## src/rtl/usb_rx_pkg.sv

```systemverilog
// Shared types and constants for the full-speed USB receive front end:
// status codes, PID bytes, bus states and the CRC16 step function.
package usb_rx_pkg;

  typedef enum logic [2:0] {
    RX_IDLE  = 3'b000,
    RX_IN    = 3'b001,
    RX_OUT   = 3'b010,
    RX_ACK   = 3'b011,
    RX_NAK   = 3'b100,
    RX_DONE  = 3'b101,
    RX_DATA  = 3'b110,
    RX_ERROR = 3'b111
  } rx_code_e;

  typedef enum logic [1:0] {
    BUS_J,
    BUS_K,
    BUS_SE0
  } bus_state_e;

  typedef enum logic [1:0] {
    PK_TOKEN,
    PK_HANDSHAKE,
    PK_DATA
  } pkt_kind_e;

  localparam logic [7:0] SYNC_BYTE = 8'h80;
  localparam logic [7:0] PID_OUT   = 8'hE1;
  localparam logic [7:0] PID_IN    = 8'h69;
  localparam logic [7:0] PID_ACK   = 8'hD2;
  localparam logic [7:0] PID_NAK   = 8'h5A;
  localparam logic [7:0] PID_DATA0 = 8'hC3;
  localparam logic [7:0] PID_DATA1 = 8'h4B;

  localparam logic [15:0] CRC16_POLY     = 16'h8005;
  localparam logic [15:0] CRC16_INIT     = 16'hFFFF;
  localparam logic [15:0] CRC16_RESIDUAL = 16'h800D;

  // One serial CRC16 step, bits taken in wire order (LSB of each byte first).
  function automatic logic [15:0] crc16_next(input logic [15:0] crc, input logic din);
    return {crc[14:0], 1'b0} ^ ((crc[15] ^ din) ? CRC16_POLY : 16'h0000);
  endfunction

endpackage

```

## src/rtl/usb_rx_bit_decoder.sv

```systemverilog
// Line-level receive path: synchronizers, bit-clock recovery, NRZI decode,
// bit unstuffing and SE0/EOP detection. All outputs are one-cycle pulses.
module usb_rx_bit_decoder
  import usb_rx_pkg::*;
#(
  parameter int CLKS_PER_BIT = 8
) (
  input  logic clk,
  input  logic n_rst,
  input  logic d_plus,
  input  logic d_minus,
  input  logic pkt_active,
  output logic bit_valid,
  output logic bit_val,
  output logic se0,
  output logic eop,
  output logic stuff_err
);

  localparam int TW = $clog2(CLKS_PER_BIT);
  localparam logic [TW-1:0] CNT_MAX   = TW'(CLKS_PER_BIT - 1);
  localparam logic [TW-1:0] SAMPLE_AT = TW'(CLKS_PER_BIT / 2);

  logic          r_dp_meta, r_dp_sync, r_dp_last;
  logic          r_dm_meta, r_dm_sync;
  logic [TW-1:0] r_timer;
  bus_state_e    r_prev;
  logic [2:0]    r_ones;
  logic [1:0]    r_se0_cnt;
  bus_state_e    w_bus;
  logic          w_edge;
  logic          w_bit;

  always_comb begin
    unique case ({r_dp_sync, r_dm_sync})
      2'b10:   w_bus = BUS_J;
      2'b01:   w_bus = BUS_K;
      default: w_bus = BUS_SE0;
    endcase
  end

  assign w_edge = r_dp_sync ^ r_dp_last;
  assign w_bit  = (w_bus == r_prev);

  // NOTE: every register here uses <= so all flops see pre-edge values,
  // which is what makes the two-flop synchronizer chain actually two stages.
  always_ff @(posedge clk or negedge n_rst) begin
    if (!n_rst) begin
      r_dp_meta <= 1'b0;
      r_dp_sync <= 1'b0;
      r_dp_last <= 1'b0;
      r_dm_meta <= 1'b0;
      r_dm_sync <= 1'b0;
      r_timer   <= '0;
      r_prev    <= BUS_J;
      r_ones    <= '0;
      r_se0_cnt <= '0;
      bit_valid <= 1'b0;
      bit_val   <= 1'b0;
      se0       <= 1'b0;
      eop       <= 1'b0;
      stuff_err <= 1'b0;
    end else begin
      r_dp_meta <= d_plus;
      r_dp_sync <= r_dp_meta;
      r_dp_last <= r_dp_sync;
      r_dm_meta <= d_minus;
      r_dm_sync <= r_dm_meta;
      bit_valid <= 1'b0;
      se0       <= 1'b0;
      eop       <= 1'b0;
      stuff_err <= 1'b0;

      if (w_edge || r_timer == CNT_MAX) r_timer <= '0;
      else                              r_timer <= r_timer + 1'b1;

      if (r_timer == SAMPLE_AT) begin
        if (w_bus == BUS_SE0) begin
          se0    <= 1'b1;
          r_prev <= BUS_J;
          r_ones <= '0;
          if (r_se0_cnt != 2'd3) r_se0_cnt <= r_se0_cnt + 2'd1;
        end else if (r_se0_cnt != 2'd0) begin
          // First non-SE0 sample after SE0 never carries data.
          eop       <= (r_se0_cnt >= 2'd2) && (w_bus == BUS_J);
          r_se0_cnt <= '0;
          r_prev    <= w_bus;
        end else begin
          r_prev <= w_bus;
          if (!pkt_active) begin
            bit_valid <= 1'b1;
            bit_val   <= w_bit;
            r_ones    <= '0;
          end else if (r_ones == 3'd6) begin
            stuff_err <= w_bit;
            r_ones    <= '0;
          end else begin
            bit_valid <= 1'b1;
            bit_val   <= w_bit;
            r_ones    <= w_bit ? r_ones + 3'd1 : 3'd0;
          end
        end
      end
    end
  end

endmodule

```

## src/rtl/usb_rx_core.sv

```systemverilog
// Packet layer of the USB receiver: SYNC/PID checking, packet FSM, CRC16,
// and a 2-byte delay so trailing CRC bytes never reach the endpoint FIFO.
module usb_rx_core
  import usb_rx_pkg::*;
#(
  parameter int CLKS_PER_BIT = 8
) (
  input  logic       clk,
  input  logic       n_rst,
  input  logic       d_plus,
  input  logic       d_minus,
  output logic [2:0] rx_packet,
  output logic [7:0] rx_packet_data,
  output logic       store_rx_packet_data
);

  typedef enum logic [2:0] {
    ST_IDLE, ST_SYNC, ST_PID, ST_BODY, ST_EOP_WAIT, ST_DONE, ST_ERR
  } state_e;

  state_e      r_state;
  rx_code_e    r_rx_packet;
  pkt_kind_e   r_kind;
  logic [7:0]  r_shift, r_buf0, r_buf1, r_data;
  logic [2:0]  r_bit_cnt, r_idle_cnt;
  logic [1:0]  r_buf_cnt;
  logic [15:0] r_crc;
  logic        r_store;
  logic        w_bit_valid, w_bit_val, w_se0, w_eop, w_stuff_err, w_pkt_active;
  logic [7:0]  w_byte;
  logic        w_byte_done;

  assign w_pkt_active = (r_state == ST_SYNC) || (r_state == ST_PID) ||
                        (r_state == ST_BODY) || (r_state == ST_EOP_WAIT);
  assign w_byte       = {w_bit_val, r_shift[7:1]};
  assign w_byte_done  = w_bit_valid && (r_bit_cnt == 3'd7);

  usb_rx_bit_decoder #(.CLKS_PER_BIT(CLKS_PER_BIT)) u_bit_decoder (
    .clk        (clk),
    .n_rst      (n_rst),
    .d_plus     (d_plus),
    .d_minus    (d_minus),
    .pkt_active (w_pkt_active),
    .bit_valid  (w_bit_valid),
    .bit_val    (w_bit_val),
    .se0        (w_se0),
    .eop        (w_eop),
    .stuff_err  (w_stuff_err)
  );

  always_ff @(posedge clk or negedge n_rst) begin
    if (!n_rst) begin
      r_state     <= ST_IDLE;
      r_rx_packet <= RX_IDLE;
      r_kind      <= PK_TOKEN;
      r_shift     <= '0;
      r_buf0      <= '0;
      r_buf1      <= '0;
      r_data      <= '0;
      r_bit_cnt   <= '0;
      r_idle_cnt  <= '0;
      r_buf_cnt   <= '0;
      r_crc       <= '0;
      r_store     <= 1'b0;
    end else begin
      r_store <= 1'b0;
      if (r_state != ST_ERR) r_idle_cnt <= '0;

      unique case (r_state)
        ST_IDLE, ST_DONE: begin
          if (w_bit_valid && !w_bit_val) begin
            r_state     <= ST_SYNC;
            r_rx_packet <= RX_IDLE;
            r_shift     <= w_byte;
            r_bit_cnt   <= 3'd1;
            r_crc       <= CRC16_INIT;
            r_buf_cnt   <= '0;
          end
        end

        ST_SYNC, ST_PID: begin
          if (w_se0 || w_stuff_err) begin
            r_state     <= ST_ERR;
            r_rx_packet <= RX_ERROR;
          end else if (w_bit_valid) begin
            r_shift   <= w_byte;
            r_bit_cnt <= r_bit_cnt + 3'd1;
            if (w_byte_done && r_state == ST_SYNC) begin
              r_state <= (w_byte == SYNC_BYTE) ? ST_PID : ST_ERR;
              if (w_byte != SYNC_BYTE) r_rx_packet <= RX_ERROR;
            end else if (w_byte_done) begin
              r_state <= ST_BODY;
              if (w_byte[7:4] != ~w_byte[3:0]) begin
                r_state     <= ST_ERR;
                r_rx_packet <= RX_ERROR;
              end else begin
                unique case (w_byte)
                  PID_OUT: begin r_rx_packet <= RX_OUT;  r_kind <= PK_TOKEN;     end
                  PID_IN:  begin r_rx_packet <= RX_IN;   r_kind <= PK_TOKEN;     end
                  PID_ACK: begin r_rx_packet <= RX_ACK;  r_kind <= PK_HANDSHAKE; end
                  PID_NAK: begin r_rx_packet <= RX_NAK;  r_kind <= PK_HANDSHAKE; end
                  PID_DATA0, PID_DATA1: begin
                    r_rx_packet <= RX_DATA;
                    r_kind      <= PK_DATA;
                  end
                  default: begin
                    r_state     <= ST_ERR;
                    r_rx_packet <= RX_ERROR;
                  end
                endcase
              end
            end
          end
        end

        ST_BODY: begin
          if (w_stuff_err || (w_se0 && r_bit_cnt != 3'd0)) begin
            r_state     <= ST_ERR;
            r_rx_packet <= RX_ERROR;
          end else if (w_se0) begin
            r_state <= ST_EOP_WAIT;
          end else if (w_bit_valid) begin
            r_shift   <= w_byte;
            r_bit_cnt <= r_bit_cnt + 3'd1;
            if (r_kind == PK_DATA) r_crc <= crc16_next(r_crc, w_bit_val);
            if (w_byte_done && r_kind == PK_HANDSHAKE) begin
              r_state     <= ST_ERR;
              r_rx_packet <= RX_ERROR;
            end else if (w_byte_done && r_kind == PK_DATA) begin
              // The newest two bytes may be CRC16, so only the third-last leaves.
              if (r_buf_cnt == 2'd2) begin
                r_data  <= r_buf1;
                r_store <= 1'b1;
              end else begin
                r_buf_cnt <= r_buf_cnt + 2'd1;
              end
              r_buf1 <= r_buf0;
              r_buf0 <= w_byte;
            end
          end
        end

        ST_EOP_WAIT: begin
          if (w_eop) begin
            if (r_kind == PK_DATA && (r_crc != CRC16_RESIDUAL || r_buf_cnt != 2'd2)) begin
              r_state     <= ST_IDLE;
              r_rx_packet <= RX_ERROR;
            end else begin
              r_state     <= ST_DONE;
              r_rx_packet <= RX_DONE;
            end
          end else if (w_bit_valid || w_stuff_err) begin
            r_state     <= ST_ERR;
            r_rx_packet <= RX_ERROR;
          end
        end

        ST_ERR: begin
          if (w_eop) begin
            r_state <= ST_IDLE;
          end else if (w_se0) begin
            r_idle_cnt <= '0;
          end else if (w_bit_valid) begin
            r_idle_cnt <= w_bit_val ? r_idle_cnt + 3'd1 : 3'd0;
            if (w_bit_val && r_idle_cnt == 3'd7) r_state <= ST_IDLE;
          end
        end

        default: r_state <= ST_IDLE;
      endcase
    end
  end

  assign rx_packet            = r_rx_packet;
  assign rx_packet_data       = r_data;
  assign store_rx_packet_data = r_store;

endmodule

```

## config.mk

```make
export PLATFORM = sky130hd
export DESIGN_NAME = usb_rx_core
export DESIGN_NICKNAME = d
export VERILOG_FILES = /design/src/rtl/usb_rx_pkg.sv /design/src/rtl/usb_rx_bit_decoder.sv /design/src/rtl/usb_rx_core.sv
export SDC_FILE = /design/constraint.sdc
export NUM_CORES = 1
export LEC_CHECK = 0
export CAP_MARGIN = 40
export CORE_MARGIN = 4
export CORE_UTILIZATION = 40
export CTS_CLUSTER_DIAMETER = 40
export DETAILED_ROUTE_END_ITERATION = 6
export PLACE_DENSITY = 0.6
export SYNTH_ARGS = -nofsm -noshare
export SYNTH_HDL_FRONTEND = slang
export SYNTH_HIERARCHICAL = 1
export SYNTH_SLANG_ARGS = --single-unit
```

## constraint.sdc

```tcl
create_clock -name clk -period 2.2 [get_ports clk]
set_input_delay 0.44 -clock clk [delete_from_list [all_inputs] [get_ports clk]]
set_output_delay 0.44 -clock clk [all_outputs]
set_load 0.05 [all_outputs]
```

==> metrics.log <==
[metrics] data required time of the critical path: between 2000 and 2500 ps
[metrics] # port buffers: 15
[metrics] TritonCTS clock tree: yes
[metrics] Seq cells post-synth: 84
[metrics] number of I/O pins: 16
[metrics] clock-pin slew on the worst setup and hold paths: 80 ps
[metrics] number of global-route vias before repair: 3073
[metrics] later-pin clock latency in the skew report: roughly 340 ps
[metrics] Routed Wire Length: between 8000 and 9000 um
[metrics] highest-count cells in the layout ignoring fill and taps: dfrtp_1, nor2_1, nand2_1
[metrics] Final Hold Viols: 0
[metrics] highest clock rate: ~0.46 GHz
[metrics] library cell with the largest summed area after synthesis: dfrtp_1
[metrics] status: complete, no violations
[metrics] routed len/inst: approximately 14 um
[metrics] DP Area: 4770 um^2
[metrics] Yosys Warn Count: 6
[metrics] count of TritonRoute iterations in the first routing pass: 4
[metrics] Tmin final: ~2200 ps
[metrics] DRC: 0
[metrics] most common library cell in the layout ignoring fill and taps: dfrtp_1
[metrics] standard-cell row count: 37
[metrics] setup TNS: 0 ps
[metrics] setup skew after layout: around 10 ps
[metrics] Max IR drop VDD: ~670 uV
[metrics] timing startpoint of the critical path: r_bit_cnt[1]$_DFFE_PN0P_
[metrics] estimated wirelength of the detail-placed design: 5930 um
[metrics] actual slew at the worst max-slew pin: between 500 and 600 ps
[metrics] sequential share of the synthesized area: between 40 and 50%
[metrics] crit-path cells: ha_2, ha_4, nand2_8, o32ai_4, or3_4, nor4_4, mux2_4
[metrics] final worst-path cycle share: between 90 and 100%
[metrics] Die Outline Area: between 10000 and 15000 um^2
[metrics] die height: 112 um
[metrics] stage delay of the slowest cell on the critical path: about 440 ps
[metrics] Static Leak: 2.42 nW
[metrics] cell area power density: just under 1000 nW/um^2
[metrics] maximum fanout along the worst path: 4
[metrics] count of final setup violators: 0
[metrics] final global-route overflow total: 0
[metrics] total track usage: roughly 14%
[metrics] tightest slew margin relative to the limit: 66.0%
[metrics] Area contributors post-synth: dfrtp_1, mux2_2, ha_1
[metrics] number of vias after detailed routing: approximately 3.0k
[metrics] cell with the largest stage delay on the worst path: or3_4
[metrics] clock buffer count from CTS: 9
[metrics] initial core utilization: 41.5%
[metrics] floorplan core area: 10500 um^2
[metrics] signed area change from the synthesized netlist to the final layout: 17.3%
[metrics] post-route worst hold slack: between 10 and 15 ps
[metrics] fraction of synthesized cell area taken by the top area cell type: about 48%
[metrics] summed instance area of the synthesized netlist: 4340 um^2
[metrics] final design area excluding fillers: 5090 um^2
[metrics] antenna-violating nets left: 0
[metrics] maximum number of pins on one net before global-route repair: 38
[metrics] NumNets Final: approximately 460
[metrics] Synth async-reset ratio: 100%
[metrics] hold buffer count at CTS: 0
[metrics] Syn Inst Count: between 300 and 400
[metrics] FF-to-FF Start: r_bit_cnt[1]$_DFFE_PN0P_
[metrics] hold crit path type: input pin to async pin
[metrics] antenna violations before repair: 0
[metrics] Synth Net Count: between 400 and 500
[metrics] total number of H-tree levels: 3
[metrics] count of pins over their slew limit: 0
[metrics] element type at the critical path end: register
[metrics] maximum buffer depth of the clock tree: 2
[metrics] TritonCTS Sinks: between 80 and 90
[metrics] wire length of the first global-routing pass: about 14000 um
[metrics] detail-routed via count per cell: approximately 5
[metrics] Post-Route Utilization: between 40% and 50%
[metrics] Inst Count DP: approximately 560
[metrics] data arrival time of the worst path: around 2400 ps
[metrics] final weighted congestion in routability-driven placement: roughly 0.82
[metrics] critical setup path kind: register to register
[metrics] unrepaired setup endpoints after global routing: yes
[metrics] fill cell total of the finished layout: 969
[metrics] CTS root buf: clkbuf_8
[metrics] ant diodes: 0
[metrics] number of enable flip-flop cells after synthesis: 0
[metrics] final instance count without filler cells: a little under 600
[metrics] kind of launch point of the worst setup path: register
[metrics] share of layout cells above drive strength 1: between 20% and 30%
[metrics] die width: around 110 um
[metrics] most frequently used flop master after synthesis: dfrtp_1
[metrics] starting DRC count in detailed routing: 106
[metrics] mean cell area of the mapped netlist: between 10 and 15 um^2
[metrics] Yosys cell types: slightly above 70
[metrics] count of max-cap constraint violations: 0
## kinds of logic (layout without fill, tap and decap cells)
kind of cell,Yosys count,count (layout),synth area share (%)
and+or+nand+nor,145,145,18.3
DFF,84,84,48.4
AOI/OAI and AO/OA,64,64,10.9
muxes,42,42,11.0
buffers and inverters,34,80,3.89
adders and majority gates,17,17,4.84
xor gates and xnor gates,10,10,2.62
## cell usage after synthesis (3+ instances only)
cell	count
clkbuf_1	7
o22a_1	3
nor4_1	7
xor2_1	6
nor3_1	7
mux2_2	37
nor2_1	45
dfrtp_1	84
a22oi_1	4
a21oi_1	6
buf_6	4
nand2b_1	4
and3_1	3
nand2_1	39
o21ai_0	26
nor2b_1	5
nand3_1	7
buf_2	5
ha_1	16
inv_1	15
o21ai_1	3
## through the flow
step | setup slack (ps) | power, mW
after global placement | 58.2 | 3.78
after global routing | -29.5 | 5.37
after CTS | 36.7 | 5.03
after floorplan | 107 | 3.31
final | 36.5 | 5.01
after detailed placement | 17.7 | 3.81
## where the power goes
group | switching [mW] | internal [mW]
Combinational | 0.988 | 0.780
Clock | 0.520 | 0.665
Sequential | 0.247 | 1.81
Total | 1.75 | 3.25
## routing by layer
metal	global-route usage [%]	part of all wire [%]	vias up
li1	-	-	1471
met5	0	0	-
met4	3.04	0.66	0
met3	4.04	3.8	6
met1	18.9	47	1445
met2	22.5	49	49
## final timing paths
| kind | cells past startpoint | end | slack (ps) |
|---|---|---|---|
| worst max-delay path | 7 | r_kind[1]$_DFFE_PN0P_ | 40 |
| worst min-delay path | 1 | r_idle_cnt[1]$_DFF_PN0_ | 10 |
| worst max register to register | 7 | r_kind[1]$_DFFE_PN0P_ | 40 |
| worst min register to register | 0 | u_bit_decoder/r_dm_sync$_DFF_PN0_ | 350 |
| max in group asynchronous | 2 | r_state[2]$_DFFE_PN0P_ | 1590 |
| min in group clk | 0 | u_bit_decoder/r_dm_sync$_DFF_PN0_ | 350 |
## final cells by class
| class | instances | area (um^2) | share of cell area [%] |
|---|---|---|---|
| Sequential cell | 84 | 2100 | 41.3 |
| Clock buffer | 11 | 141 | 2.78 |
| Timing Repair Buffer | 48 | 424 | 8.33 |
| Inverter | 17 | 65.1 | 1.28 |
| Multi-Input combinational cell | 278 | 2120 | 41.5 |
| Clock inverter | 4 | 73.8 | 1.45 |
| Tap cell | 136 | 170 | 3.34 |
## sequential cells by signal (all words and copies together) (netlist names), 3 cells and up
name and flops:
r_bit_cnt 3, rx_packet 3, r_shift 7, rx_packet_data 8, u_bit_decoder/r_ones 3, r_state 3, u_bit_decoder/r_timer 3, r_buf0 8
r_crc 16, r_buf1 8, r_idle_cnt 3
## timing repair
action | 4_1_cts | 5_1_grt
hold endpoints to repair | 0 | 0
endpoints found under the setup margin | 2 | 5
gates resized for setup | 1 | 11
setup buffers | 0 | 8
pin swaps | 0 | 7
## worst max-delay path, delay by kind of cell (launching register included)
kind	cells	cell delay [ps]
adder cells (fa/ha/maj)	2	400
AO/OA/AOI/OAI	1	80
AND/OR/NAND/NOR	3	860
flip-flops	1	390
multiplexers	1	330
No activity file was read; power rests on OpenSTA's default activity.
